File: config.mk
export PLATFORM = sky130hd
export DESIGN_NAME = pipe_elastic_reg
export DESIGN_NICKNAME = d
export VERILOG_FILES = /design/src/rtl/pipe_elastic_reg.sv
export SDC_FILE = /design/constraint.sdc
export NUM_CORES = 1
export LEC_CHECK = 0
export CORE_MARGIN = 2
export CORE_UTILIZATION = 40
export CTS_CLUSTER_SIZE = 12
export DETAILED_ROUTE_END_ITERATION = 16
export MAX_ROUTING_LAYER = met4
export PLACE_DENSITY_LB_ADDON = 0.3
export SLEW_MARGIN = 20
export SYNTH_ARGS = -nofsm -noshare
export SYNTH_HDL_FRONTEND = slang
export SYNTH_SLANG_ARGS = --single-unit
File: constraint.sdc
create_clock -name clk -period 6.8 [get_ports clk]
set_input_delay 1.36 -clock clk [delete_from_list [all_inputs] [get_ports clk]]
set_output_delay 1.36 -clock clk [all_outputs]
set_load 0.01 [all_outputs]
File: src/rtl/pipe_elastic_reg.sv
// Elastic pipeline register: DEPTH-entry circular buffer with valid/ready
// handshakes on both sides and a synchronous flush that outranks push/pop.
module pipe_elastic_reg #(
    parameter int unsigned       DATA_W     = 64,
    parameter int unsigned       DEPTH      = 2,
    parameter logic [DATA_W-1:0] RESET_DATA = '0
) (
    input  logic                         clk,
    input  logic                         rst_n,
    input  logic                         flush,
    input  logic                         in_valid,
    output logic                         in_ready,
    input  logic [DATA_W-1:0]            in_data,
    output logic                         out_valid,
    input  logic                         out_ready,
    output logic [DATA_W-1:0]            out_data,
    output logic [$clog2(DEPTH+1)-1:0]   count
);

    localparam int unsigned PTR_W = $clog2(DEPTH);
    localparam int unsigned CNT_W = $clog2(DEPTH + 1);

    logic [DATA_W-1:0] mem_q [DEPTH];
    logic [PTR_W-1:0]  wr_ptr_q, wr_ptr_d;
    logic [PTR_W-1:0]  rd_ptr_q, rd_ptr_d;
    logic [CNT_W-1:0]  count_q, count_d;
    logic              push, pop;

    // Handshake status is decoded from the occupancy register only
    assign in_ready  = (count_q != CNT_W'(DEPTH));
    assign out_valid = (count_q != CNT_W'(0));
    assign out_data  = out_valid ? mem_q[rd_ptr_q] : RESET_DATA;
    assign count     = count_q;

    assign push = in_valid & in_ready & ~flush;
    assign pop  = out_valid & out_ready & ~flush;

    always_comb begin
        wr_ptr_d = wr_ptr_q;
        rd_ptr_d = rd_ptr_q;
        count_d  = count_q;
        if (flush) begin
            wr_ptr_d = '0;
            rd_ptr_d = '0;
            count_d  = '0;
        end else begin
            // Power-of-two depth lets the pointers wrap by natural overflow
            if (push) begin
                wr_ptr_d = wr_ptr_q + PTR_W'(1);
            end
            if (pop) begin
                rd_ptr_d = rd_ptr_q + PTR_W'(1);
            end
            if (push && !pop) begin
                count_d = count_q + CNT_W'(1);
            end else if (pop && !push) begin
                count_d = count_q - CNT_W'(1);
            end
        end
    end

    always_ff @(posedge clk or negedge rst_n) begin
        if (!rst_n) begin
            wr_ptr_q <= '0;
            rd_ptr_q <= '0;
            count_q  <= '0;
        end else begin
            wr_ptr_q <= wr_ptr_d;
            rd_ptr_q <= rd_ptr_d;
            count_q  <= count_d;
        end
    end

    // Payload storage is not reset; stale entries are masked by out_valid
    always_ff @(posedge clk) begin
        if (push) begin
            mem_q[wr_ptr_q] <= in_data;
        end
    end

endmodule

Word-level counts from Yosys, hierarchy flattened --
Memory sizes are Yosys's and may differ from the RTL's. Index checks and enable logic that the tools add are counted.
Word-level totals: flip-flop bits (word level) 4, output and inout port bits 68, memories kept 1, logic and storage cells 32, input port bits 69, RAM bits 128
Operators by class: equality and inequality tests 1, muxes and demuxes 10, reduce and logical (&&, ||, !) cells 8, bitwise logic cells 5, add/subtract/negate cells 4
Memory list:
- mem_q | depth 2, bits a word 64, read ports 1, clocked after memory_dff 0, wr ports 1, line 23 | logic [DATA_W-1:0] mem_q [DEPTH];
Operators with widths (count):
- $mux 64 | 1
- $mux 1 | 6
- $mux 2 | 3
- $reduce_bool 2->1 | 3
- $and 1x1->1 | 4
- $reduce_bool 3->1 | 1
- $add 1x1->1 const B | 2
- $add 2x1->2 const B | 1
- $logic_and 1x1->1 | 2
- $logic_not 1->1 | 2
- $ne 2x2->1 const B | 1
- $sub 2x1->2 const B | 1
- $not 1->1 | 1

Longest topological paths before layout --
depth in word-level cells 8, gate-level depth with buffers 4, mapped depth without buffers 4

Worst setup path before layout --
No wires, ideal clock.
path type input to register, start point input in_valid, end point memory mem_q[1][0], enable pin, library setup time 0.578 ns, data required time 6.222 ns, path buffers 0, path slack 0.134 ns, arrival 6.088 ns, stages 2, cell sequence nand2_1 nor3b_1
On the way: word-level cells in the longest chain between the ends 4
RTL lines:
- start: declaration | line 11 | input logic in_valid,
- $and 1x1->1 (2 in series) | line 35 | assign push = in_valid & in_ready & ~flush;
- $mux 1 | line 76 | if (push) begin
- $mux 1 (not written as such) | line 77 | mem_q[wr_ptr_q] <= in_data;
- end: declaration | line 23
No other way between the ends.

Worst setup path in the final report --
start point register count_q[0], in the netlist count[0], end point output out_data[13]
On the way: word-level cells in the longest chain between the ends 2
RTL lines:
- start: declaration | line 26 | logic [CNT_W-1:0] count_q, count_d;
- start signal: assignment | line 70 | count_q <= count_d;
- $reduce_bool 2->1 | line 31 | assign out_valid = (count_q != CNT_W'(0));
- $mux 64 | line 32 | assign out_data = out_valid ? mem_q[rd_ptr_q] : RESET_DATA;
- end: declaration | line 16 | output logic [DATA_W-1:0] out_data,
No other way between the ends.

==> run summary <==
Global-route wire length before repair = 14900 um
Area grow syn2layout = 42.4%
Final setup viols = 0
Vias/cell = 4.61
Core Region = 0.0125 sq mm
Post-route ant nets = 0
Worst path cell trace = nor2_4 > buf_4 > nor2_1 > clkdlybuf4s50_1
Placer Congestion = 0.722
Latest clock arrival within the worst-skew pair = 0.41 ns
Number of buffers created by CTS = 17
Ant. Diodes = 0
Worst Reg-to-Reg Cells = 5
CP peak stage delay = 0.57 ns
Clk sinks = 132
Seq/Total Area, Yosys = 0.782
Netlist cell types = 21
Initial antenna violation count = 0
Share of cells above drive strength 1 = 0.0853
Fraction of registers with async set/reset = 0.0303
Synth area leaders = edfxtp_1, mux2i_1, nor2_1, dfrtp_1, buf_4
CTS Root Cell = clkbuf_16
Fmax = 0.254 GHz
Largest net degree at the start of global routing = 66
Pwr per Cell Area = 280 mW/mm^2
Period minus WS final = 3.94 ns
Vias in the first global route = 3097
Status = complete, no violations
Routed WL = 9630 um
CP required = 5.44 ns
Maximum VDD drop = 185 uV
CP max-delay cell = nor2_4
CTS H-tree depth = 4
Least-Margin Pin Slew = 0.657 ns
P_leak = 2.39 nW
Reg2reg end = mem_q[1][18]
R2r startpoint = count[1]
HPWL after DPL = 6160 um
Hold buffer count at cts = 0
Vias after detailed routing = 2900
CP arrival = 2.58 ns
Boundary Pins = 137
Die ar. = 0.0135 sq mm
RSZ-0062 raised after global routing = false
Final hold slack = 0.598 ns
WL/cell = 15.3 um
Most used DFF post-synth = edfxtp_1
CTS clk-pin slew, worst paths = 0.05 ns
Synth Register Bits = 132
Post-synth top cells = edfxtp_1, nor2_1, mux2i_1
Die width = 116 um
Count leader, synth = edfxtp_1
Crit. End Element = output port
CP Max Fanout = 38
Syn_nets = 366
Period Utilization, post-route = 0.580
Max-cap violation count = 0
Global route total overflow = 0
Tightest Hold Check Type = reg2reg
Drt drc = 0
Syn_area_per_cell = 17.0 sq um
Post-CTS sizing = 0
Yosys warns = 0
Nets = 513
First DRT Iteration DRCs = 185
Share of the synthesized area in the top cell type = 0.762
Hold Path Sink = wr_ptr_q
Crit Path Category = reg2out
Number of synthesized flops with an enable pin = 128
Gr usage total = 0.155
Worst min-delay path startpoint = wr_ptr_q
Row count = 41
Area of the mapped netlist = 0.00504 sq mm
Post-route setup TNS = 0 ns
Slew HR = 0.561
Die Height = 116 um
Flop2flop setup slack = 4.83 ns
Mapped Cells = 297
Buffers on Ports = 136
DRT Pass-1 Iters = 4
Biggest area consumer among synthesized cells = edfxtp_1
Initial Util = 0.405
Max clock buf depth = 2
Post-CTS Setup Inserts = 0
Worst Setup Start Kind = register
Final Hold Viols = 0
Final count of pins violating max slew = 0
CTS tree = built
Hold depth = 2
Setup Skew = 0.00508 ns
kinds of logic (layout without fill, tap and decap cells):
group                  count (synthesis)  after routing  synth area share
AND/OR/NAND/NOR                       74             74            0.0595
XOR/XNOR                               1              1           0.00174
buffers and inverters                 17            177            0.0189
multiplexers                          65             65             0.129
flip-flops                           132            132             0.782
AO/OA/AOI/OAI                          8              8           0.00893
worst max-delay path by stage:
| stage | to | startpoint | depth (start not counted) |
|---|---|---|---|
| after floorplan | mem_q[1][0] | in_valid | 2 |
| after global placement | out_data[3] | rd_ptr_q | 3 |
| after detailed placement | out_data[13] | count[0] | 4 |
| after CTS | out_data[3] | rd_ptr_q | 3 |
| final | out_data[13] | count[0] | 4 |
| after global routing | out_data[3] | count[0] | 4 |
area by class of cell:
cell class | count | area [sq um]
multi-input cells | 148 | 1020
clock buffers | 28 | 517
inverters | 3 | 11.3
fillers | 976 | 5280
repair buffers | 142 | 1430
clock inverters | 4 | 45.0
flip-flops and latches | 132 | 3950
well taps | 172 | 215
routing by layer:
layer,up-vias,track usage,wire length (um)
li1,1398,-,-
met1,1395,0.173,4060
met2,99,0.258,4930
met3,8,0.0592,575
met4,0,0.0524,70
met5,-,-,0
sequential cells by signal, indices dropped and copies added, names as in the netlist:
name	count
rd_ptr_q	1
wr_ptr_q	1
count	2
mem_q	128
report_power, final:
group	internal, mW	leakage, nW	switching (mW)
combinational	0.126	0.883	0.100
clock	0.549	0.278	0.297
sequential	0.927	1.23	0.0151
stage by stage:
stage,worst slack [ns],instances,util,total power [mW],cell area (sq um)
finish,2.86,629,0.576,2.01,7180
global route,2.67,629,0.576,2.09,7180
CTS,2.80,628,0.574,2.04,7160
detailed placement,3.25,596,0.529,1.19,6600
global placement,3.28,596,0.529,1.18,6600
floorplan,0.134,297,-,1.06,5040
cell usage in the layout (no fill, tap or decap), types with 2 or more instances in the layout:
| master | instances |
|---|---|
| o21ai_0 | 2 |
| clkbuf_1 | 6 |
| a21oi_1 | 4 |
| clkdlybuf4s50_1 | 136 |
| clkbuf_8 | 5 |
| clkbuf_16 | 17 |
| nor2_1 | 65 |
| clkinv_2 | 3 |
| inv_2 | 2 |
| mux2i_1 | 65 |
| edfxtp_1 | 128 |
| dfrtp_1 | 3 |
| buf_4 | 5 |
worst max-delay path: cells and delay by family (launching register included):
family	cells	cell delay, ns
buffers and inverters	2	0.98
and+or+nand+nor	2	0.70
DFF	1	0.47
(Power assumes the default switching activity.)
